## src/rtl/pdl_sweep_ctrl.sv

```systemverilog
// pdl_sweep_ctrl: drives the shared delay-control word of a bank of
// programmable delay lines, launches test edges and counts synchronised
// arbiter '1' responses per code. Static mode measures one configured word;
// sweep mode steps a thermometer code 0..N_LUT with one result per code.
module pdl_sweep_ctrl #(
  parameter int N_LUT   = 125,
  parameter int N_CH    = 1,
  parameter int SAMPLES = 16,
  parameter int SETTLE  = 4,
  parameter int HOLD    = 4,
  localparam int CW     = $clog2(N_LUT + 1),
  localparam int CNT_W  = $clog2(SAMPLES + 1)
) (
  input  logic                    clk,
  input  logic                    rst_n,
  input  logic                    start,
  input  logic                    abort,
  input  logic                    mode,
  input  logic [N_LUT-1:0]        cfg_c,
  output logic [N_LUT-1:0]        ctrl_c,
  output logic                    launch,
  input  logic [N_CH-1:0]         arb_in,
  output logic                    busy,
  output logic                    res_valid,
  input  logic                    res_ready,
  output logic [CW-1:0]           res_code,
  output logic [N_CH*CNT_W-1:0]   res_count
);

  localparam int MAXD = (SETTLE > HOLD) ? SETTLE : HOLD;
  localparam int TW   = $clog2(MAXD + 1);
  localparam int TRW  = (SAMPLES > 1) ? $clog2(SAMPLES) : 1;

  typedef enum logic [2:0] {
    S_IDLE   = 3'd0,
    S_SETUP  = 3'd1,
    S_LAUNCH = 3'd2,
    S_RELAX  = 3'd3,
    S_REPORT = 3'd4
  } state_t;

  state_t          state;
  logic [TW-1:0]   timer;
  logic [TRW-1:0]  trial;
  logic            sweep;
  logic [N_CH-1:0] arb_meta;
  logic [N_CH-1:0] arb_sync;

  // Low `c` bits set: the delay word selecting c LUTs.
  function automatic logic [N_LUT-1:0] therm(input logic [CW-1:0] c);
    logic [N_LUT-1:0] t;
    t = '0;
    for (int unsigned i = 0; i < N_LUT; i++)
      t[i] = (i < 32'(c));
    return t;
  endfunction

  // Two-flop synchroniser for the asynchronous arbiter outputs.
  always_ff @(posedge clk or negedge rst_n) begin
    if (!rst_n) begin
      arb_meta <= '0;
      arb_sync <= '0;
    end else begin
      arb_meta <= arb_in;
      arb_sync <= arb_meta;
    end
  end

  // Run sequencer; every output is registered and updated on the transition
  // edge, so launch/res_valid assert in the first cycle of their state.
  always_ff @(posedge clk or negedge rst_n) begin
    if (!rst_n) begin
      state     <= S_IDLE;
      timer     <= '0;
      trial     <= '0;
      sweep     <= 1'b0;
      ctrl_c    <= '0;
      launch    <= 1'b0;
      busy      <= 1'b0;
      res_valid <= 1'b0;
      res_code  <= '0;
      res_count <= '0;
    end else if (abort) begin
      state     <= S_IDLE;
      launch    <= 1'b0;
      res_valid <= 1'b0;
      busy      <= 1'b0;
      res_count <= '0;
    end else begin
      case (state)
        S_IDLE: begin
          if (start) begin
            sweep     <= mode;
            res_code  <= '0;
            trial     <= '0;
            res_count <= '0;
            ctrl_c    <= mode ? '0 : cfg_c;
            busy      <= 1'b1;
            timer     <= TW'(SETTLE - 1);
            state     <= S_SETUP;
          end
        end
        S_SETUP: begin
          if (timer == '0) begin
            launch <= 1'b1;
            timer  <= TW'(HOLD - 1);
            state  <= S_LAUNCH;
          end else begin
            timer <= timer - TW'(1);
          end
        end
        S_LAUNCH: begin
          if (timer == '0) begin
            for (int unsigned i = 0; i < N_CH; i++)
              res_count[i*CNT_W +: CNT_W] <= res_count[i*CNT_W +: CNT_W] + CNT_W'(arb_sync[i]);
            launch <= 1'b0;
            timer  <= TW'(SETTLE - 1);
            state  <= S_RELAX;
          end else begin
            timer <= timer - TW'(1);
          end
        end
        S_RELAX: begin
          if (timer == '0) begin
            if (trial != TRW'(SAMPLES - 1)) begin
              trial  <= trial + TRW'(1);
              launch <= 1'b1;
              timer  <= TW'(HOLD - 1);
              state  <= S_LAUNCH;
            end else begin
              res_valid <= 1'b1;
              state     <= S_REPORT;
            end
          end else begin
            timer <= timer - TW'(1);
          end
        end
        S_REPORT: begin
          if (res_ready) begin
            res_valid <= 1'b0;
            if (!sweep || res_code == CW'(N_LUT)) begin
              busy  <= 1'b0;
              state <= S_IDLE;
            end else begin
              res_code  <= res_code + CW'(1);
              ctrl_c    <= therm(res_code + CW'(1));
              trial     <= '0;
              res_count <= '0;
              timer     <= TW'(SETTLE - 1);
              state     <= S_SETUP;
            end
          end
        end
        default: begin
          state     <= S_IDLE;
          launch    <= 1'b0;
          res_valid <= 1'b0;
          busy      <= 1'b0;
        end
      endcase
    end
  end

endmodule

```

## config.mk

```make
export PLATFORM = sky130hd
export DESIGN_NAME = pdl_sweep_ctrl
export DESIGN_NICKNAME = d
export VERILOG_FILES = /design/src/rtl/pdl_sweep_ctrl.sv
export SDC_FILE = /design/constraint.sdc
export NUM_CORES = 1
export LEC_CHECK = 0
export CORE_UTILIZATION = 33
export DETAILED_ROUTE_END_ITERATION = 8
export GPL_TIMING_DRIVEN = 0
export PLACE_DENSITY = 0.7
export SYNTH_ARGS = -nofsm -noshare
export SYNTH_HDL_FRONTEND = slang
export SYNTH_SLANG_ARGS = --single-unit
export TNS_END_PERCENT = 1
```

## constraint.sdc

```tcl
create_clock -name clk -period 6.7 [get_ports clk]
set_input_delay 1.34 -clock clk [delete_from_list [all_inputs] [get_ports clk]]
set_output_delay 1.34 -clock clk [all_outputs]
set_load 0.05 [all_outputs]
```

==> results.json <==
{
  "outcome": "finished clean",
  "slowest_delay_ps": 660,
  "tightest_slew_ps": 1240,
  "required_ps": 7000,
  "clock_sinks": 153,
  "fin_area_um2": 12000,
  "antennaDiodeCount": 0,
  "crit_path_max_fanout": 10,
  "synth_top_family_by_area": "compound AO/OA/AOI/OAI gates",
  "synthAdderAreaFrac": 0.0106,
  "overflow": 0,
  "final_common_cell": "clkdlybuf4s50_1",
  "ys_top_cells_by_area": "dfrtp_1 46%, a21oi_1 9.2%, nor2_1 5.6%",
  "hold_buffers": 0,
  "ys_ff_latch": 153,
  "grt_pass1_wl_mm": 57.7,
  "timing.fmax_mhz": 265,
  "nets": 1405,
  "synth_compound_area_frac": 0.284,
  "cp-endpoint": "ctrl_c[103]",
  "hpwl_mm": 29.4,
  "syn_avg_cell_area_um2": 8.47,
  "crit_path_start": "abort",
  "max_slew_margin": 0.163,
  "port_buffers": 271,
  "grt_max_degree": 98,
  "synth_fp_nets": 1114,
  "clkSlewWorstSetupHoldPaths_ps": 60,
  "yosys_most_used_dff": "dfrtp_1",
  "post-route-period-util": 0.564,
  "hp-class": "register to register",
  "insertion_delay_ps": 440,
  "endpoint_kind": "register",
  "r2r-start": "res_code[0]",
  "rsz0062_at_grt": "false",
  "vias": 9531,
  "numCtsBuffers": 17,
  "power_density_nw_per_um2": 392,
  "pre_cts_ws_ps": 2550,
  "regArea_um2": 3830,
  "first_pass_iters": 8,
  "postRouteAntennaNets": 0,
  "critical_path.cell_chain": "clkdlybuf4s50_1 > clkbuf_1 > or3_1 > o31a_1 > buf_2 > clkbuf_1 > a221oi_1 > nor2_1",
  "cts_tree": "yes",
  "path_class": "input pin to register",
  "cts_max_level": 4,
  "leakage_nw": 4.66,
  "syn_inst": 975,
  "fin_ws_ps": 2920,
  "gp_congestion": 0.967,
  "fin_tns_setup_ps": 0,
  "fill_cells": 2374,
  "rrSetupSlack_ps": 3110,
  "crit_slowest_cell": "a221oi_1",
  "multi_input_area_um2": 3990,
  "track_usage": 0.301,
  "ctsLongestPathBuffers": 2,
  "drtIter0Drc": 1174,
  "core_area_um2": 24500,
  "netlist_area_um2": 8260,
  "yosys.area_share.simple": 0.180,
  "worst_hold_slack_ps": 348,
  "postLayoutCoreUtil": 0.490,
  "hp-start": "arb_meta",
  "synth-seq-area-share": 0.464,
  "layout-drive-gt1-share": 0.0649,
  "setup_viol": 0,
  "synth.top_cell.area_share": 0.464,
  "yosys_warnings": 0,
  "top_level_ports": 272,
  "fp.dieArea_um2": 25700,
  "clock-root-buffer": "clkbuf_16",
  "area_growth_syn_to_layout_pct": 45.2,
  "initial_core_util": 0.338,
  "yosys.area.top_type": "dfrtp_1",
  "worst_setup_path_start_kind": "input pin",
  "cp.arrival_ps": 4080,
  "wl_mm": 39.2,
  "crit_top_cell": "clkbuf_1",
  "synth_edf_count": 0,
  "cts_resized": 0,
  "ir_worst_vdd_mv": 0.280,
  "antenna_found_initial": 0,
  "synth-xor-area-share": 0.00636,
  "die_y_um": 160,
  "slew_viol_final": 0,
  "core.rowCount": 57,
  "synth.area.mux_share": 0.00242,
  "skew_ps": 9.70,
  "grt_pass1_vias": 9009,
  "post_drt_wl_per_cell_um": 24.5,
  "rr_endpoint": "ctrl_c[73]",
  "synth_cell_type_count": 66,
  "die_w_um": 160,
  "rr_worst_depth": 7,
  "hold_violations": 0,
  "maxCapViolCount": 0,
  "post_cts_buffers": 0,
  "drcViolationCount": 0,
  "final_cell_mix": "270 x clkdlybuf4s50_1, 153 x dfrtp_1, 151 x a21oi_1, 124 x nor2_1, 91 x nand2_1",
  "viasPerCell": 5.95,
  "async_flop_share": 1.00,
  "place_area_um2": 11400,
  "period_needed_ps": 3780
}
-- critical path, delay by kind of cell --
kind | cells | cell delay [ps]
simple gates | 2 | 510
compound gates | 2 | 910
buf+inv | 4 | 1300
-- cell families after synthesis --
| logic type | count (synthesis) |
|---|---|
| mux | 2 |
| flops | 153 |
| buf+inv | 102 |
| fa+ha+maj | 7 |
| compound gates | 375 |
| simple gates | 330 |
| xor+xnor | 6 |
-- power breakdown --
group          internal (W)  leakage, nW  switching (W)  total (W)
clock              0.000527        0.276       0.000459   0.000986
sequential          0.00122         1.87       0.000202    0.00142
combinational      0.000745         2.52        0.00154    0.00229
-- area by class of cell --
class / count / area share
clock inverter: 14 / 0.0127
tap: 324 / 0.0338
sequential: 153 / 0.319
buffer: 90 / 0.0327
inverter: 12 / 0.00376
clock buffer: 18 / 0.0358
multi-input combinational: 720 / 0.333
timing repair buffer: 272 / 0.229
-- synthesized netlist by cell type, types with 4 or more instances --
| library cell | n |
|---|---|
| dfrtp_1 | 153 |
| a21oi_1 | 151 |
| nor2_1 | 124 |
| nand2_1 | 91 |
| o21ai_0 | 52 |
| nand3_1 | 50 |
| clkbuf_1 | 47 |
| a31oi_1 | 37 |
| buf_2 | 34 |
| a32oi_1 | 31 |
| o31ai_1 | 20 |
| o211ai_1 | 15 |
| a211oi_1 | 13 |
| inv_1 | 12 |
| nor3_1 | 12 |
| a221oi_1 | 10 |
| and3_1 | 8 |
| nand4_1 | 8 |
| ha_1 | 7 |
| nand2b_1 | 7 |
| o21ai_1 | 7 |
| buf_1 | 6 |
| or3_1 | 6 |
| a221o_1 | 4 |
| a22oi_1 | 4 |
| a32o_1 | 4 |
| nor2b_1 | 4 |
| o22ai_1 | 4 |
| xnor2_1 | 4 |
-- flip-flops by register name (all words and copies together) (netlist names) --
signal     cells
res_valid      1
res_count      5
ctrl_c       125
res_code       7
state          3
timer          3
arb_sync       1
trial          4
launch         1
sweep          1
arb_meta       1
busy           1
-- per-layer routing --
metal / share of wire / track usage
met1: 0.42 / 0.429
met2: 0.44 / 0.446
met3: 0.11 / 0.0639
met4: 0.033 / 0.115
met5: 0 / 0
-- metrics by stage --
stage | std cells | total power (W)
3_3_place_gp | 1570 | 0.00369
6_report | 1603 | 0.00470
5_1_grt | 1603 | 0.00486
4_1_cts | 1603 | 0.00469
2_1_floorplan | 975 | 0.00281
3_5_place_dp | 1571 | 0.00371
-- worst min-delay path by stage --
stage                to  cells after the start
2_1_floorplan  arb_sync                      0
4_1_cts        arb_sync                      0
5_1_grt        arb_sync                      0
6_report       arb_sync                      0
3_5_place_dp   arb_sync                      0
3_3_place_gp   arb_sync                      0
(Power assumes the default switching activity.)
==> RTL edit 1, RTL diff (same settings) <==
Change the parameter `SETTLE` from 4 to 8.
--- a/src/rtl/pdl_sweep_ctrl.sv
+++ b/src/rtl/pdl_sweep_ctrl.sv
@@ -8,3 +8,3 @@
   parameter int SAMPLES = 16,
-  parameter int SETTLE  = 4,
+  parameter int SETTLE  = 8,
   parameter int HOLD    = 4,
Check against the original RTL: not settled (the Yosys comparison gave no result); the edit may change what the design does.
==> RTL edit 1 against the unedited design <==
Clock power is 12% higher; worst setup slack better by 32 ps; count of clock-buffer cells in the layout is 1 lower; non-clock buffer count is 5 lower; area after synthesis is 0.17% higher; routed wire length is 3.9% lower; combinational power is 21% lower; first-iteration DRC count is 22% lower; sequential cell count is 1 higher; hold slack better by 4.5 ps; die area is 0.17% higher; total power is 10% lower; critical path type is now flip-flop to flip-flop; final area is 0.73% higher.
==> RTL edit 1: results (changes against the unedited design) <==
[drt]
wirelength_um=37700  ; -3.9%
vias=9270  ; -2.7%
drt-initial-drc-count=914  ; -22%
drt_first_pass_iters=6  ; -2

[synth]
synthTopCellsByArea=dfrtp_1 47%, a21oi_1 6.5%, nor2_1 4.4%
synth_common_cells=154 x dfrtp_1, 108 x a21oi_1, 97 x nor2_1
ys_warn_count=0  ; unchanged
synthFlopType=dfrtp_1
ys_seq_area_share_pct=46.6  ; +0.23 points
netlist_instances=940  ; -3.6%
synth.distinct_cells=71  ; +7.6%
syn-num-nets=1079  ; -3.1%

[finish]
fillers=2301  ; -3.1%
final-instance-count-excl-fill=1568  ; -2.2%
drive_above_1_share_pct=4.58  ; -1.9 points
layout.nets=1370  ; -2.5%

[grt]
grt_usage_pct=29.4  ; -0.74 points
grt_pass1_vias=9046  ; +0.41%
grt_pass1_wl_um=56600  ; -1.9%
grt_max_degree=103  ; +5.1%

[placed_design]
pre_cts_slack_ps=2590  ; +46.1 ps
placed_cells=1536  ; -2.2%
routabilityCongestion=0.947  ; -2.1%
dp_hpwl_um=27800  ; -5.2%

[worst_setup_path]
crit_arrival_ps=4050  ; -30 ps
slowest_stage=a31oi_1
slowest_delay_ps=920  ; +260 ps
cp_max_fo=11  ; +1

[timing]
worstMarginPinSlew_ps=1170  ; -68.0 ps
skew_ps=15.5  ; +5.79 ps

[status]
outcome=finished, final reports clean

[power_and_ir_drop]
ir_drop_mv=0.166  ; -41%
power.leakage_nw=4.71  ; +0.94%
p_int_w=0.00241  ; -3.5%

RTL edit 1: cell types whose count changed in the layout (fill, tap and decap cells not counted), sizes merged, moves of 8 or more:
cell | unedited run | this run
a22oi | 4 | 29
clkbuf | 65 | 84
a211oi | 13 | 5
a21oi | 153 | 108
a32oi | 31 | 11
nand2 | 93 | 83
a31oi | 37 | 28
a2bb2oi | 1 | 9
o211ai | 15 | 45
o21ai | 60 | 48
nor2 | 124 | 97
buf | 45 | 20
RTL edit 1: routing by layer:
layer	GRT usage, %	vias to the layer above	share of wire (%)
met5	0	-	0
met4	14.2	0	4.4
met3	6.28	117	8.8
met2	45.6	560	45
met1	39.0	4500	42
li1	-	4093	-
RTL edit 1: power by group through the flow:
stage	sequential [W]	clock (W)	combinational (W)
after floorplan	0.00208	0	0.000324
after global placement	0.00132	0	0.00178
after detailed placement	0.00133	0	0.00180
after CTS	0.00131	0.00110	0.00180
after global routing	0.00134	0.00113	0.00188
final	0.00132	0.00110	0.00180
RTL edit 1: metrics by stage:
step / instance area, µm² / utilization, % / hold WS [ps]
6_report: 12100 / 49.4 / 353
5_1_grt: 12100 / 49.4 / 363
4_1_cts: 12100 / 49.4 / 353
3_5_place_dp: 11400 / 46.7 / 337
3_3_place_gp: 11400 / 46.6 / 342
2_1_floorplan: 8270 / - / 331
RTL edit 1: worst paths after layout:
kind / start / to / slack (ps) / cells past startpoint
setup / recovery: res_code[0] / ctrl_c[72] / 2950 / 7
hold / removal: arb_meta / arb_sync / 350 / 0
setup reg to reg: res_code[0] / ctrl_c[72] / 2950 / 7
hold reg to reg: arb_meta / arb_sync / 350 / 0
max in group asynchronous: rst_n / ctrl_c[117] / 4990 / 2
min in group asynchronous: rst_n / ctrl_c[115] / 800 / 1
RTL edit 1: area by class of cell:
class,instances,area share [%]
clock inverters,15,1.91
flip-flops and latches,154,31.9
inverters,13,0.404
repair buffers,272,22.7
multi-input cells,688,33.4
plain buffers,85,2.80
clock buffers,17,3.52
well taps,324,3.36
RTL edit 1: cell families after synthesis:
| logic type | count (synthesis) | synth area share [%] |
|---|---|---|
| xor gates and xnor gates | 5 | 0.529 |
| adders and majority gates | 7 | 1.06 |
| and+or+nand+nor | 317 | 18.2 |
| buffers and inverters | 98 | 4.67 |
| AOI/OAI and AO/OA | 352 | 28.0 |
| muxes | 7 | 0.893 |
| DFF | 154 | 46.6 |
RTL edit 1: worst max-delay path, delay by kind of cell, from the launching register on:
kind	cells	cell delay, ps
compound gates	2	1000
simple gates	2	870
xor+xnor	1	680
flops	1	570
fa+ha+maj	1	290
buf+inv	1	190
==> RTL edit 2, RTL diff (same flow settings) <==
Made on the original files. Encoding of `state_t`: now Gray code (3 bits for 5 states).
--- a/src/rtl/pdl_sweep_ctrl.sv
+++ b/src/rtl/pdl_sweep_ctrl.sv
@@ -34,7 +34,7 @@
   typedef enum logic [2:0] {
-    S_IDLE   = 3'd0,
-    S_SETUP  = 3'd1,
-    S_LAUNCH = 3'd2,
-    S_RELAX  = 3'd3,
-    S_REPORT = 3'd4
+    S_IDLE   = 3'b000,
+    S_SETUP  = 3'b001,
+    S_LAUNCH = 3'b011,
+    S_RELAX  = 3'b010,
+    S_REPORT = 3'b110
   } state_t;
Check against the original RTL: no difference found for any inputs over 4 cycles, from zero or initial values and one cycle with rst_n low; so few cycles prove little.
==> RTL edit 2 against the unedited design <==
Final cell count down 2.7%; global-route usage down 1.0 points; final area up 0.21%; sequential cell count unchanged; non-clock buffer count down 9; area after synthesis up 0.20%; routed wire length down 3.9%; worst setup slack better by 280 ps; total power up 16%.
==> RTL edit 2: results (changes against the unedited design) <==
[finish]
fillers=2300  ; -3.1%
drive_above_1_share_pct=8.58  ; +2.1 points

[grt]
grt_pass1_vias=8939  ; -0.78%
grt_max_degree=84  ; -14%
grt_usage_pct=29.1  ; -1.0 points
grt.met3_usage_pct=6.87  ; +0.48 points
grt_pass1_wl_um=55700  ; -3.4%

[synth]
synth_mux_area_share_pct=0.635  ; +0.39 points
synth.distinct_cells=72  ; +9.1%
syn-num-nets=1071  ; -3.9%
synthXorXnorAreaFrac_pct=0.726  ; +0.089 points
synthAdderAreaFrac_pct=1.06  ; -0.0021 points
synth-compound-area-share_pct=27.4  ; -1.0 points
ys_seq_area_share_pct=46.3  ; -0.091 points
synth_common_cells=153 x dfrtp_1, 118 x nand2_1, 116 x nor2_1

[placed_design]
routabilityCongestion=0.992  ; +2.6%
dp_hpwl_um=28200  ; -3.9%
pre_cts_slack_ps=2790  ; +241 ps
post_dp_cell_area_um2=11400  ; +0.14%

[drt]
vias=9127  ; -4.2%
vias_per_cell=5.85  ; -1.6%
drt-initial-drc-count=1071  ; -8.8%

[timing]
skew_ps=16.3  ; +6.59 ps
worstMarginPinSlew_ps=1250  ; +4.82 ps

[worst_setup_path]
slowest_stage=clkbuf_1

[power_and_ir_drop]
power_frac_comb_pct=53.3  ; +4.6 points
power_combinational_w=0.00290  ; +27%
power.leakage_nw=4.74  ; +1.7%
ir_drop_mv=0.276  ; -1.5%

[status]
outcome=finished, final reports clean

[RTL edit 2: final timing paths]
path,end,slack [ps],start
min,arb_sync,370,arb_meta
min reg2reg,arb_sync,370,arb_meta
max,ctrl_c[60],3200,res_ready
max reg2reg,ctrl_c[41],3350,res_code[0]
max in group asynchronous,ctrl_c[24],5030,rst_n
min in group asynchronous,ctrl_c[13],870,rst_n
[RTL edit 2: layout make-up]
type | count | area, µm² | share of cell area, %
timing repair buffer | 272 | 2750 | 22.8
buffer | 81 | 407 | 3.38
sequential | 153 | 3830 | 31.9
multi-input combinational | 689 | 4000 | 33.3
clock inverter | 14 | 151 | 1.26
tap | 324 | 405 | 3.37
clock buffer | 18 | 439 | 3.66
inverter | 9 | 33.8 | 0.281
[RTL edit 2: per-layer routing]
layer,wire (µm),vias to the layer above
met4,1430,0
li1,-,4026
met1,15500,4387
met3,3960,108
met5,0,-
met2,16700,606
